<file path="src/rtl/uart_pkg.sv">
`default_nettype none
// +--------------------------------------------------------------------+
// | uart_pkg : shared state encoding, config struct, error bit indexes  |
// | rev 1.0                                                             |
// +--------------------------------------------------------------------+
package uart_pkg;

    typedef enum logic [0:0] {
        ST_IDLE   = 1'b0,
        ST_ACTIVE = 1'b1
    } state_t;

    typedef struct packed {
        logic       d_num;
        logic       s_num;
        logic [1:0] par;
    } cfg_t;

    localparam int c_err_start  = 0;
    localparam int c_err_parity = 1;
    localparam int c_err_stop   = 2;

    // 8 data bits, 1 stop bit, no parity
    localparam cfg_t c_cfg_reset = '{d_num: 1'b1, s_num: 1'b0, par: 2'b00};

endpackage
`default_nettype wire

</file>
<file path="src/rtl/uart_rx_ctrl_if.sv">
`default_nettype none
// +--------------------------------------------------------------------+
// | uart_rx_ctrl_if : frame read-out port (valid/ready + FIFO level)    |
// | rev 1.0                                                             |
// +--------------------------------------------------------------------+
interface uart_rx_ctrl_if #(
    parameter int DBITS = 8,
    parameter int DEPTH = 4
) ();
    localparam int LVL_W = $clog2(DEPTH) + 1;

    logic             o_rd_valid;
    logic             i_rd_ready;
    logic [DBITS-1:0] o_rd_data;
    logic [2:0]       o_rd_err;
    logic [LVL_W-1:0] o_level;

    modport master (
        output o_rd_valid, o_rd_data, o_rd_err, o_level,
        input  i_rd_ready
    );

    modport slave (
        input  o_rd_valid, o_rd_data, o_rd_err, o_level,
        output i_rd_ready
    );
endinterface
`default_nettype wire

</file>
<file path="src/rtl/sync_fifo.sv">
`default_nettype none
// +--------------------------------------------------------------------+
// | sync_fifo : single-clock FIFO, simultaneous push/pop when full      |
// | rev 1.0                                                             |
// +--------------------------------------------------------------------+
module sync_fifo #(
    parameter int WIDTH = 8,
    parameter int DEPTH = 4
) (
    input  wire logic                       i_clk,
    input  wire logic                       i_rst,
    input  wire logic                       i_push,
    input  wire logic [WIDTH-1:0]           i_din,
    input  wire logic                       i_pop,
    output logic      [WIDTH-1:0]           o_dout,
    output logic                            o_full,
    output logic                            o_empty,
    output logic      [$clog2(DEPTH):0]     o_level
);
    localparam int PTR_W = $clog2(DEPTH);
    localparam logic [PTR_W:0] c_depth = (PTR_W + 1)'(DEPTH);

    logic [WIDTH-1:0] r_mem [DEPTH];
    logic [PTR_W-1:0] r_wr_ptr;
    logic [PTR_W-1:0] r_rd_ptr;
    logic [PTR_W:0]   r_level;
    logic             w_pop;
    logic             w_push;

    assign o_empty = (r_level == '0);
    assign o_full  = (r_level == c_depth);
    assign o_level = r_level;
    assign o_dout  = r_mem[r_rd_ptr];

    // A pop frees the slot the same cycle, so a push into a full FIFO is legal then
    assign w_pop  = i_pop & ~o_empty;
    assign w_push = i_push & (~o_full | w_pop);

    always_ff @(posedge i_clk) begin
        if (w_push) begin
            r_mem[r_wr_ptr] <= i_din;
        end
    end

    always_ff @(posedge i_clk) begin
        if (i_rst) begin
            r_wr_ptr <= '0;
            r_rd_ptr <= '0;
            r_level  <= '0;
        end else begin
            if (w_push) r_wr_ptr <= r_wr_ptr + 1'b1;
            if (w_pop)  r_rd_ptr <= r_rd_ptr + 1'b1;
            case ({w_push, w_pop})
                2'b10:   r_level <= r_level + 1'b1;
                2'b01:   r_level <= r_level - 1'b1;
                default: r_level <= r_level;
            endcase
        end
    end
endmodule
`default_nettype wire

</file>
<file path="src/rtl/uart_rx_ctrl.sv">
`default_nettype none
// +--------------------------------------------------------------------+
// | uart_rx_ctrl : UART receiver control - config, frame FIFO, errors   |
// | rev 1.0                                                             |
// +--------------------------------------------------------------------+
module uart_rx_ctrl
    import uart_pkg::*;
#(
    parameter int DBITS  = 8,
    parameter int DEPTH  = 4,
    parameter int CNT_W  = 8,
    parameter int THRESH = 2
) (
    input  wire logic             i_clk,
    input  wire logic             i_rst,
    input  wire logic             i_rx,
    input  wire logic             i_rx_done,
    input  wire logic [DBITS-1:0] i_rx_data,
    input  wire logic [2:0]       i_err,
    output logic                  o_d_num,
    output logic                  o_s_num,
    output logic      [1:0]       o_par,
    input  wire logic             i_cfg_wr,
    input  wire logic             i_cfg_d_num,
    input  wire logic             i_cfg_s_num,
    input  wire logic [1:0]       i_cfg_par,
    output logic                  o_cfg_ack,
    output logic                  o_busy,
    uart_rx_ctrl_if.master        rd,
    output logic                  o_overrun,
    output logic      [CNT_W-1:0] o_err_cnt,
    input  wire logic             i_clr,
    output logic                  o_irq
);
    localparam int LVL_W = $clog2(DEPTH) + 1;
    localparam logic [LVL_W-1:0] c_thresh = LVL_W'(THRESH);

    state_t           r_state;
    state_t           w_state_next;
    cfg_t             r_cfg;
    cfg_t             r_pend_cfg;
    logic             r_pend;
    logic             r_ack;
    logic             r_overrun;
    logic [CNT_W-1:0] r_err_cnt;
    logic             w_apply;
    logic             w_pop;
    logic             w_full;
    logic             w_empty;
    logic             w_drop;
    logic [LVL_W-1:0] w_level;
    logic [DBITS+2:0] w_dout;

    always_ff @(posedge i_clk) begin
        if (i_rst) r_state <= ST_IDLE;
        else       r_state <= w_state_next;
    end

    always_comb begin
        w_state_next = r_state;
        o_busy       = 1'b0;
        w_apply      = 1'b0;
        case (r_state)
            ST_IDLE: begin
                // Config only changes while the line is idle-high, never mid-frame
                w_apply = i_rx & r_pend;
                if (!i_rx) w_state_next = ST_ACTIVE;
            end
            ST_ACTIVE: begin
                o_busy = 1'b1;
                if (i_rx_done) w_state_next = ST_IDLE;
            end
            default: w_state_next = ST_IDLE;
        endcase
    end

    always_ff @(posedge i_clk) begin
        if (i_rst) begin
            r_cfg      <= c_cfg_reset;
            r_pend_cfg <= c_cfg_reset;
            r_pend     <= 1'b0;
            r_ack      <= 1'b0;
        end else begin
            r_ack <= w_apply;
            if (w_apply) r_cfg <= r_pend_cfg;
            // A write in the apply cycle stays pending and is applied next
            if (i_cfg_wr) begin
                r_pend_cfg <= '{d_num: i_cfg_d_num, s_num: i_cfg_s_num, par: i_cfg_par};
                r_pend     <= 1'b1;
            end else if (w_apply) begin
                r_pend <= 1'b0;
            end
        end
    end

    assign w_pop  = rd.o_rd_valid & rd.i_rd_ready;
    assign w_drop = i_rx_done & w_full & ~w_pop;

    sync_fifo #(
        .WIDTH (DBITS + 3),
        .DEPTH (DEPTH)
    ) u_fifo (
        .i_clk   (i_clk),
        .i_rst   (i_rst),
        .i_push  (i_rx_done),
        .i_din   ({i_err, i_rx_data}),
        .i_pop   (w_pop),
        .o_dout  (w_dout),
        .o_full  (w_full),
        .o_empty (w_empty),
        .o_level (w_level)
    );

    always_ff @(posedge i_clk) begin
        if (i_rst || i_clr) begin
            r_overrun <= 1'b0;
            r_err_cnt <= '0;
        end else begin
            if (w_drop) r_overrun <= 1'b1;
            if (i_rx_done && (i_err != 3'b000) && (r_err_cnt != '1)) begin
                r_err_cnt <= r_err_cnt + 1'b1;
            end
        end
    end

    assign rd.o_rd_valid = ~w_empty;
    assign rd.o_rd_data  = w_dout[DBITS-1:0];
    assign rd.o_rd_err   = w_dout[DBITS+2:DBITS];
    assign rd.o_level    = w_level;

    assign o_d_num   = r_cfg.d_num;
    assign o_s_num   = r_cfg.s_num;
    assign o_par     = r_cfg.par;
    assign o_cfg_ack = r_ack;
    assign o_overrun = r_overrun;
    assign o_err_cnt = r_err_cnt;
    assign o_irq     = (w_level >= c_thresh) | r_overrun;
endmodule
`default_nettype wire

</file>
<file path="src/flat_wrapper.sv">
// flat-port wrapper written by rule: the top's interface ports become plain ports
module uart_rx_ctrl_flat import uart_pkg::*;
#(
    parameter int DBITS  = 8,
    parameter int DEPTH  = 4,
    parameter int CNT_W  = 8,
    parameter int THRESH = 2
)
  (i_clk, i_rst, i_rx, i_rx_done, i_rx_data, i_err, o_d_num, o_s_num, o_par, i_cfg_wr, i_cfg_d_num, i_cfg_s_num, i_cfg_par, o_cfg_ack, o_busy, o_overrun, o_err_cnt, i_clr, o_irq, rd_o_rd_valid, rd_o_rd_data, rd_o_rd_err, rd_o_level, rd_i_rd_ready);
  uart_rx_ctrl_if #(.DBITS(DBITS), .DEPTH(DEPTH)) rd_i ();
  input  wire logic i_clk;
  input  wire logic i_rst;
  input  wire logic i_rx;
  input  wire logic i_rx_done;
  input  wire logic [DBITS-1:0] i_rx_data;
  input  wire logic [2:0] i_err;
  output logic o_d_num;
  output logic o_s_num;
  output logic      [1:0] o_par;
  input  wire logic i_cfg_wr;
  input  wire logic i_cfg_d_num;
  input  wire logic i_cfg_s_num;
  input  wire logic [1:0] i_cfg_par;
  output logic o_cfg_ack;
  output logic o_busy;
  output logic o_overrun;
  output logic      [CNT_W-1:0] o_err_cnt;
  input  wire logic i_clr;
  output logic o_irq;
  output wire logic [$bits(rd_i.o_rd_valid)-1:0] rd_o_rd_valid;
  output wire logic [$bits(rd_i.o_rd_data)-1:0] rd_o_rd_data;
  output wire logic [$bits(rd_i.o_rd_err)-1:0] rd_o_rd_err;
  output wire logic [$bits(rd_i.o_level)-1:0] rd_o_level;
  input wire logic [$bits(rd_i.i_rd_ready)-1:0] rd_i_rd_ready;
  assign rd_o_rd_valid = rd_i.o_rd_valid;
  assign rd_o_rd_data = rd_i.o_rd_data;
  assign rd_o_rd_err = rd_i.o_rd_err;
  assign rd_o_level = rd_i.o_level;
  assign rd_i.i_rd_ready = rd_i_rd_ready;
  uart_rx_ctrl #(.DBITS(DBITS), .DEPTH(DEPTH), .CNT_W(CNT_W), .THRESH(THRESH)) u_core (.i_clk(i_clk), .i_rst(i_rst), .i_rx(i_rx), .i_rx_done(i_rx_done), .i_rx_data(i_rx_data), .i_err(i_err), .o_d_num(o_d_num), .o_s_num(o_s_num), .o_par(o_par), .i_cfg_wr(i_cfg_wr), .i_cfg_d_num(i_cfg_d_num), .i_cfg_s_num(i_cfg_s_num), .i_cfg_par(i_cfg_par), .o_cfg_ack(o_cfg_ack), .o_busy(o_busy), .rd(rd_i), .o_overrun(o_overrun), .o_err_cnt(o_err_cnt), .i_clr(i_clr), .o_irq(o_irq));
endmodule
</file>
<file path="config.mk">
export PLATFORM = sky130hd
export DESIGN_NAME = uart_rx_ctrl_flat
export DESIGN_NICKNAME = d
export VERILOG_FILES = /design/src/rtl/uart_pkg.sv /design/src/rtl/uart_rx_ctrl_if.sv /design/src/rtl/sync_fifo.sv /design/src/rtl/uart_rx_ctrl.sv /design/src/flat_wrapper.sv
export SDC_FILE = /design/constraint.sdc
export NUM_CORES = 1
export LEC_CHECK = 0
export ABC_CLOCK_PERIOD_IN_PS = 3850
export CAP_MARGIN = 20
export CORE_MARGIN = 4
export CORE_UTILIZATION = 30
export CTS_BUF_LIST = sky130_fd_sc_hd__clkbuf_2 sky130_fd_sc_hd__clkbuf_4 sky130_fd_sc_hd__clkbuf_8
export DETAILED_ROUTE_END_ITERATION = 10
export SLEW_MARGIN = 25
export SYNTH_ARGS = -nofsm -noshare
export SYNTH_HDL_FRONTEND = slang
export SYNTH_SLANG_ARGS = --single-unit
export TNS_END_PERCENT = 20
</file>
<file path="constraint.sdc">
create_clock -name i_clk -period 3.85 [get_ports i_clk]
set_clock_uncertainty 0.15 [all_clocks]
set_input_delay 0.385 -clock i_clk [delete_from_list [all_inputs] [get_ports i_clk]]
set_output_delay 0.385 -clock i_clk [all_outputs]
set_load 0.05 [all_outputs]
</file>
==> out/qor.txt, run 1 <==
CTS Buffer Depth: 2
Sequential fraction of the synthesis area: 63.5%
Unrepaired setup endpoints after global routing: no
Post-route ant nets: 0
CTS Hold Buffers Added: 0
Final setup vio count: 0
Met1 Use GR: 14.2%
Min Tclk post-route: 3.01 ns
Req. time, crit path: 3.31 ns
Final core utilization: 39.8%
Setup Total Neg Slack: 0 ns
P&R area growth vs syn: 29.3%
Grt met3 use: 3.40%
Post-Syn Area per Cell: 13.9 sq um
Global-route wire length before repair: 9520 um
Vias in the first global route: 1,845
#FFs+latches synth: 73
Netlist cell types: 42
Vias per cell: 4.65
Final wirelength: 5820 um
Router iterations before antenna repair: 4
Initial antenna violation count: 0
Initial Util: 30.8%
Leakage: 1.35 nW
Worst path arrival time: 2.48 ns
GP Congestion: 0.770
CTS tree: yes
CTS H-tree depth: 3
TritonCTS Buffers: 9
Routed WL per cell: 14.4 um
Grt ovf: 0
Syn. warnings: 0
Diode count: 0
Clock-pin slew on the worst setup and hold paths: 0.07 ns
Hold_ws: 0.322 ns
Detail Placement HPWL: 3930 um
Post-Syn Area: 3000 sq um
Die height: 108 um
Final worst-path cycle share: 78.2%
Post-synth EDFFs: 44
Ys async rst share: 0%
Nets: 295
Clk sinks: 73
Cells after synthesis: 215
Chip width: 108 um
# IOs: 53
Worst relative slew slack: 45.1%
Hold Crit Class: flip-flop to flip-flop
CTS resizes: 0
Drt initial violations: 70
Hold Violations, Final: 0
DRC Markers: 0
Layout cells sized above 1: 12.1%
Pwr Density: 508 nW/um^2
Largest net degree at the start of global routing: 24
Clk_lat worst skew: 0.33 ns
Core area: 9730 sq um
Setup bufs post-CTS: 0
Total die area: 11,700 sq um
Final Max Slew Viols: 0
Vias after detailed routing: 1,883
GRT busiest layer: met2
Clk root buf: clkbuf_8
Primary FF master, synth: edfxtp_1
Port bufs: 52
Worst-Margin Slew: 0.821 ns
CP Launch Type: flip-flop
# rows: 36
Status: completed
Met2 usage: 16.6%
Max Cap Viol: 0
Global Route Usage Sum: 10.8%
Max Freq: 332 MHz
Crit. End Element: primary output
Peak VDD IR: 0.000201 V
CP Class: flip-flop to primary output
Max Fanout on Critical Path: 11
Syn nets: 243
## flip-flops by register name (all words and copies together) (netlist names), named ones only
register / count
u_core.r_pend: 1
u_core.o_s_num: 1
u_core.r_pend_cfg: 4
u_core.o_d_num: 1
u_core.u_fifo.r_rd_ptr: 2
u_core.o_par: 2
u_core.r_state: 1
u_core.o_cfg_ack: 1
u_core.u_fifo.r_mem: 44
u_core.o_err_cnt: 8
u_core.u_fifo.o_level: 3
u_core.u_fifo.r_wr_ptr: 2
u_core.o_overrun: 1
## per-layer routing
layer  vias up  part of all wire (%)  wire, um
li1        922                     -         -
met1       906                    46      2670
met2        49                    48      2790
met3         6                   4.8       282
met4         0                   1.3        78
met5         -                     0         0
## worst max-delay path, cell delays in order, from the launching register on
cell,delay [ns]
dfxtp_1,0.82
mux4_2,0.60
clkdlybuf4s50_1,0.72
## synthesized netlist by cell type (2+ instances only)
master | n | area, sq um
a21oi_1 | 8 | 40.0
mux4_2 | 11 | 248
nand3_1 | 6 | 30.0
nor3_1 | 3 | 15.0
dfxtp_1 | 29 | 581
xor2_1 | 4 | 35.0
edfxtp_1 | 44 | 1320
or3_1 | 5 | 31.3
a211oi_1 | 2 | 15.0
o211ai_1 | 2 | 15.0
or2_2 | 2 | 12.5
mux2i_1 | 9 | 90.1
and4_1 | 2 | 17.5
and3_1 | 8 | 50.1
o2111ai_1 | 2 | 17.5
nor2_1 | 17 | 63.8
nand2_1 | 9 | 33.8
nor4_1 | 2 | 12.5
a31oi_1 | 3 | 18.8
ha_1 | 5 | 62.6
clkbuf_1 | 6 | 22.5
nand3b_1 | 2 | 15.0
o31ai_1 | 2 | 15.0
inv_1 | 8 | 30.0
o21ai_0 | 2 | 10.0
buf_2 | 5 | 25.0
nand2b_1 | 2 | 12.5
## metrics by stage
step           worst slack, ns  instance area, sq um  power, mW  cells
2_1_floorplan             1.28                  3000       1.16    215
3_3_place_gp              1.18                  3630       1.27    389
3_5_place_dp              1.15                  3630       1.27    389
4_1_cts                  0.763                  3870       2.00    405
5_1_grt                  0.670                  3870       2.06    405
6_report                 0.839                  3870       1.97    405
## kinds of logic after synthesis
kind of cell / synth area share [%]
DFF: 63.5
and+or+nand+nor: 11.0
AOI/OAI and AO/OA: 7.39
buffers and inverters: 2.96
muxes: 11.3
adders and majority gates: 2.76
xor gates and xnor gates: 1.17
## power breakdown
group	switching, mW	internal (mW)
clock	0.271	0.445
sequential	0.0376	0.867
combinational	0.206	0.141
total	0.514	1.45
## cell type report
cell class | count | area, sq um
Fill cell | 951 | 5850
Inverter | 8 | 30.0
Multi-Input combinational cell | 122 | 1010
Timing Repair Buffer | 53 | 528
Clock inverter | 5 | 104
Sequential cell | 73 | 1900
Tap cell | 133 | 166
Clock buffer | 11 | 139
## worst paths after layout
kind                            startpoint                  endpoint  slack, ns  cells past startpoint
hold / removal              u_core.o_d_num            u_core.o_d_num       0.32                      1
setup reg to reg  u_core.u_fifo.o_level[2]  u_core.u_fifo.o_level[1]       1.77                      6
hold reg to reg             u_core.o_d_num            u_core.o_d_num       0.32                      1
setup / recovery                 flip-flop            rd_o_rd_err[0]       0.84                      2
## layout by cell type, fill, tap and decap left out, types with 3 or more instances in the layout
cell type	instances
a21oi_1	8
a31oi_1	3
and3_1	8
bufinv_16	3
clkbuf_8	9
clkdlybuf4s50_1	52
dfxtp_1	29
edfxtp_1	44
ha_1	5
inv_1	8
mux2i_1	9
mux4_2	11
nand2_1	9
nand3_1	6
nor2_1	17
nor3_1	3
or3_1	5
xor2_1	4
(Power assumes the default switching activity.)
==> inputs of run 2 (changes only) <==
--- a/config.mk
+++ b/config.mk
@@ -5,7 +5,7 @@
 export SDC_FILE = /design/constraint.sdc
 export NUM_CORES = 1
 export LEC_CHECK = 0
-export ABC_CLOCK_PERIOD_IN_PS = 3850
+export ABC_CLOCK_PERIOD_IN_PS = 3100
 export CAP_MARGIN = 20
 export CORE_MARGIN = 4
 export CORE_UTILIZATION = 30
==> constraint.sdc (replaced) <==
create_clock -name i_clk -period 3.1 [get_ports i_clk]
set_clock_uncertainty 0.15 [all_clocks]
set_input_delay 0.31 -clock i_clk [delete_from_list [all_inputs] [get_ports i_clk]]
set_output_delay 0.31 -clock i_clk [all_outputs]
set_load 0.05 [all_outputs]
==> run 2 against run 1 <==
Utilization is 0.17 points lower. Setup slack worse by 0.34 ns. First-iteration DRC count is 34% lower. Largest power group unchanged. Highest routed layer unchanged.
==> out/qor.txt, run 2 (synthesized netlist as in run 1, its figures left out) <==
Most common cell after layout, fill and taps aside: clkdlybuf4s50_1
Status: completed
Clk_lat worst skew: 0.34 ns (about the same)
Die height: 108 um (unchanged)
Unrepaired setup endpoints after global routing: no
Total die area: 11,700 sq um (unchanged)
Largest net degree at the start of global routing: 24 (unchanged)
Clk root buf: clkbuf_8
Min Tclk post-route: 2.60 ns
Leakage: 1.34 nW (-0.25%)
Diode count: 0 (unchanged)
Port bufs: 52 (unchanged)
Final Max Slew Viols: 0 (unchanged)
Hold Crit Class: flip-flop to flip-flop
Max Freq: 384 MHz
Vias in the first global route: 1,919 (+4.0%)
Reg power frac: 47.5% (+1.5 points)
P&R area growth vs syn: 28.8%
Largest reg by FF count: u_core.u_fifo.r_mem
Setup bufs post-CTS: 0 (unchanged)
DRC Markers: 0 (unchanged)
Peak VDD IR: 0.000271 V (+34%)
Int Pwr: 1.68 mW (+15%)
Worst path arrival time: 2.14 ns (-0.34 ns)
Req. time, crit path: 2.64 ns (-0.67 ns)
Global-route wire length before repair: 9550 um (+0.28%)
Combinational share of power: 19.4% (+1.8 points)
Initial Util: 30.8% (unchanged)
Drt initial violations: 46 (-34%)
CP Launch Type: flip-flop
Most frequent cells in the layout: clkdlybuf4s50_1 (52), edfxtp_1 (44), dfxtp_1 (29), nor2_1 (17)
Worst-Margin Slew: 0.573 ns (-0.248 ns)
Pwr Density: 605 nW/um^2 (+19%)
Setup ws final: 0.496 ns (-0.343 ns)
Vias per cell: 4.66 (+0.30%)
Initial antenna violation count: 0 (unchanged)
Max Fanout on Critical Path: 11 (unchanged)
Final setup vio count: 0 (unchanged)
CTS resizes: 0 (unchanged)
# IOs: 53 (unchanged)
Final core utilization: 39.7% (-0.17 points)
Post-route ant nets: 0 (unchanged)
P_sw: 0.656 mW (+28%)
GP Congestion: 0.733 (-4.8%)
Worst slack at placement: 0.672 ns (-0.474 ns)
Vias after detailed routing: 1,898 (+0.80%)
# rows: 36 (unchanged)
CTS Hold Buffers Added: 0 (unchanged)
Chip width: 108 um (unchanged)
Clock-pin slew on the worst setup and hold paths: 0.08 ns (about the same)
Grt ovf: 0 (unchanged)
CTS Buffer Depth: 2 (unchanged)
Finished Cell Area: 3860 sq um (-0.42%)
Switching Share: 28.1% (+2.0 points)
Layout cells sized above 1: 12.8% (+0.64 points)
TritonCTS Buffers: 9 (unchanged)
Setup Total Neg Slack: 0 ns (unchanged)
Max reg flops: 44 (unchanged)
Crit. End Element: primary output
Clock share of power: 33.1% (-3.3 points)
CTS tree: yes
Core area: 9730 sq um (unchanged)
Hold_ws: 0.331 ns (+0.00936 ns)
Worst relative slew slack: 61.8% (+17 points)
Placed cell area: 3650 sq um (+0.41%)
Clk sinks: 73 (unchanged)
Nets: 297 (+0.68%)
CP Class: flip-flop to primary output
Global Route Usage Sum: 10.5% (-0.30 points)
Hold Violations, Final: 0 (unchanged)
Router iterations before antenna repair: 4 (unchanged)
Reg2Reg Setup Slack: 1.02 ns (-0.75 ns)
Detail Placement HPWL: 4040 um (+2.9%)
Final wirelength: 5830 um (+0.19%)
Routed WL per cell: 14.3 um (-0.30%)
CTS H-tree depth: 3 (unchanged)
Max Cap Viol: 0 (unchanged)
Final worst-path cycle share: 84.0%
## run 2: cell count changes in the layout (fill, tap and decap cells not counted), sizes merged
cell    delta
buf        +2
bufinv     -2
inv        +3
clkinv     -1
## run 2: metrics by stage
step | power [mW] | cells
finish | 2.33 | 407
global route | 2.44 | 407
CTS | 2.36 | 407
detailed placement | 1.59 | 391
global placement | 1.58 | 391
floorplan | 1.44 | 215
## run 2: path summary, 6_finish.rpt
path | from | endpoint | cells after the start
setup reg to reg | u_core.u_fifo.o_level[2] | u_core.u_fifo.o_level[1] | 6
hold / removal | u_core.o_d_num | u_core.o_d_num | 1
setup / recovery | flip-flop | rd_o_rd_err[1] | 3
hold reg to reg | u_core.o_d_num | u_core.o_d_num | 1
## run 2: critical path: stages, from the launching register on
cell and delay [ns]:
dfxtp_1 0.31, buf_4 0.24, mux4_2 0.55, clkdlybuf4s50_1 0.72
## run 2: power by group through the flow
stage / registers [mW] / clock network [mW] / logic (mW)
floorplan: 1.14 / 0 / 0.294
global placement: 1.13 / 0 / 0.453
detailed placement: 1.13 / 0 / 0.458
CTS: 1.11 / 0.796 / 0.459
global route: 1.11 / 0.836 / 0.486
finish: 1.11 / 0.773 / 0.452
## run 2: metal layers
metal  track usage (%)  part of all wire [%]
met3              2.39                   5.4
met5                 0                     0
met4              5.14                   1.5
met2              16.9                    49
met1              13.4                    44
## run 2: cell type report
cell class              count  area (sq um)
clock buffers              11           151
flip-flops and latches     73          1900
repair buffers             55           543
well taps                 133           166
clock inverters             5          60.1
inverters                   8          30.0
multi-input cells         122          1010
fillers                   949          5870
==> inputs of run 3 (changes only) <==
--- a/config.mk
+++ b/config.mk
@@ -5,7 +5,7 @@
 export SDC_FILE = /design/constraint.sdc
 export NUM_CORES = 1
 export LEC_CHECK = 0
-export ABC_CLOCK_PERIOD_IN_PS = 3100
+export ABC_CLOCK_PERIOD_IN_PS = 2200
 export CAP_MARGIN = 20
 export CORE_MARGIN = 4
 export CORE_UTILIZATION = 30
==> constraint.sdc (replaced) <==
create_clock -name i_clk -period 2.2 [get_ports i_clk]
set_clock_uncertainty 0.15 [all_clocks]
set_input_delay 0.22 -clock i_clk [delete_from_list [all_inputs] [get_ports i_clk]]
set_output_delay 0.22 -clock i_clk [all_outputs]
set_load 0.05 [all_outputs]
==> run 3 against run 2 <==
Global-route usage grew 0.076 points. Setup slack lost 0.31 ns. Via count down 0.74%. Utilization increased by 0.23 points. Total power grew 44%. Critical path type unchanged. Sequential share of layout area decreased by 0.060 points. Routed wire length decreased by 0.74%. Die area stayed put. Highest routed layer unchanged. Sequential power rose by 41%. Register-to-register slack got worse by 0.80 ns. Critical path depth unchanged.
==> out/qor.txt, run 3 (synthesized netlist as in run 1, its figures left out) <==
Hold_ws: 0.342 ns (+0.0110 ns)
Critical-path cell list: buf_4, mux4_2, buf_4
Vias after detailed routing: 1,884 (-0.74%)
Final setup vio count: 0 (unchanged)
Crit. End Element: primary output
Pwr Density: 868 nW/um^2 (+44%)
CP Class: flip-flop to primary output
Worst relative slew slack: 60.1% (-1.7 points)
Vias per cell: 4.61 (-1.2%)
Largest reg by FF count: u_core.u_fifo.r_mem
Drt initial violations: 77 (+67%)
Layout cells sized above 1: 19.2% (+6.4 points)
Max Fanout on Critical Path: 11 (unchanged)
Finished Cell Area: 3880 sq um (+0.58%)
TritonCTS Buffers: 9 (unchanged)
Clk root buf: clkbuf_8
Final wirelength: 5780 um (-0.74%)
Max incr delay on CP: 0.55 ns (-0.17 ns)
DRC Markers: 0 (unchanged)
Final worst-path cycle share: 91.6%
Delay-heaviest family, CP: multiplexers
Chip width: 108 um (unchanged)
Leakage: 1.39 nW (+3.5%)
Worst-Margin Slew: 0.599 ns (+0.0257 ns)
CP dominant cell by count: buf_4
Post-placement cell count: 393 (+0.51%)
Total die area: 11,700 sq um (unchanged)
CTS Buffer Depth: 2 (unchanged)
Clk_lat worst skew: 0.33 ns (about the same)
Diode count: 0 (unchanged)
Vias in the first global route: 1,884 (-1.8%)
Setup Total Neg Slack: 0 ns (unchanged)
CTS H-tree depth: 3 (unchanged)
Fillers: 957 (+0.84%)
Crit path max-delay cell type: mux4_2
Max Cap Viol: 0 (unchanged)
Clock-pin slew on the worst setup and hold paths: 0.08 ns (about the same)
Port bufs: 52 (unchanged)
Hold Violations, Final: 0 (unchanged)
Detail Placement HPWL: 4000 um (-1.1%)
GP Congestion: 0.785 (+7.1%)
Req. time, crit path: 1.83 ns (-0.81 ns)
Largest net degree at the start of global routing: 20 (-17%)
Hold Crit Class: flip-flop to flip-flop
P&R area growth vs syn: 29.5%
Die height: 108 um (unchanged)
Routed WL per cell: 14.1 um (-1.2%)
Global Route Usage Sum: 10.6% (+0.076 points)
Most frequent cells in the layout: edfxtp_1 (44), clkdlybuf4s50_1 (39), dfxtp_1 (26), nor2_1 (17), buf_4 (16)
Peak VDD IR: 0.000342 V (+26%)
Most common cell after layout, fill and taps aside: edfxtp_1
Nets: 299 (+0.67%)
# IOs: 53 (unchanged)
Router iterations before antenna repair: 6 (+2)
Core area: 9730 sq um (unchanged)
Unrepaired setup endpoints after global routing: no
Grt ovf: 0 (unchanged)
Worst path arrival time: 1.64 ns (-0.50 ns)
Initial antenna violation count: 0 (unchanged)
Clk sinks: 73 (unchanged)
CTS tree: yes
Finished Layout Cells: 409 (+0.49%)
Final Max Slew Viols: 0 (unchanged)
Post-route ant nets: 0 (unchanged)
Initial Util: 30.8% (unchanged)
Global-route wire length before repair: 9470 um (-0.87%)
CTS Hold Buffers Added: 0 (unchanged)
Placed cell area: 3650 sq um (+0.17%)
CP Launch Type: flip-flop
CP bufs+invs: 2 (unchanged)
Status: completed
Max Freq: 496 MHz
Min Tclk post-route: 2.01 ns
Max reg flops: 44 (unchanged)
# rows: 36 (unchanged)
==> run 3: cell type report <==
class	count	area, sq um	area share, %
flip-flops and latches	73	1910	49.2
multi-input cells	122	1020	26.2
repair buffers	57	532	13.7
well taps	133	166	4.29
clock buffers	10	138	3.55
clock inverters	6	88.8	2.29
inverters	8	30.0	0.774
==> run 3: repair_timing <==
action,CTS,global route
resized for setup,1,1
buffers inserted,0,0
endpoints found under the setup margin,1,1
==> run 3: worst paths after layout <==
path / from / endpoint / slack, ns / cells past startpoint
worst min register to register: u_core.o_d_num / u_core.o_d_num / 0.34 / 1
worst min-delay path: u_core.o_d_num / u_core.o_d_num / 0.34 / 1
worst max register to register: u_core.u_fifo.o_level[0] / u_core.u_fifo.o_level[1] / 0.22 / 6
worst max-delay path: flip-flop / rd_o_rd_err[1] / 0.19 / 3
==> run 3: per-stage QoR <==
stage / utilization (%) / setup WS (ns) / power [mW]
2_1_floorplan: - / 0.0228 / 2.04
3_3_place_gp: 37.6 / 0.0955 / 2.23
3_5_place_dp: 37.6 / 0.0602 / 2.24
4_1_cts: 39.9 / 0.0171 / 3.41
5_1_grt: 39.9 / 0.0636 / 3.53
6_report: 39.9 / 0.185 / 3.37
==> run 3: report_power, final <==
group / switching, mW / total [mW] / internal, mW
clock: 0.496 / 1.17 / 0.675
sequential: 0.0458 / 1.56 / 1.52
combinational: 0.390 / 0.633 / 0.243
==> run 3: per-layer routing <==
metal,vias up,part of all wire [%],global-route usage (%)
met3,9,5.3,2.75
met1,894,46,13.6
met4,0,1.8,5.41
li1,934,-,-
met5,-,0,0
met2,47,47,16.5
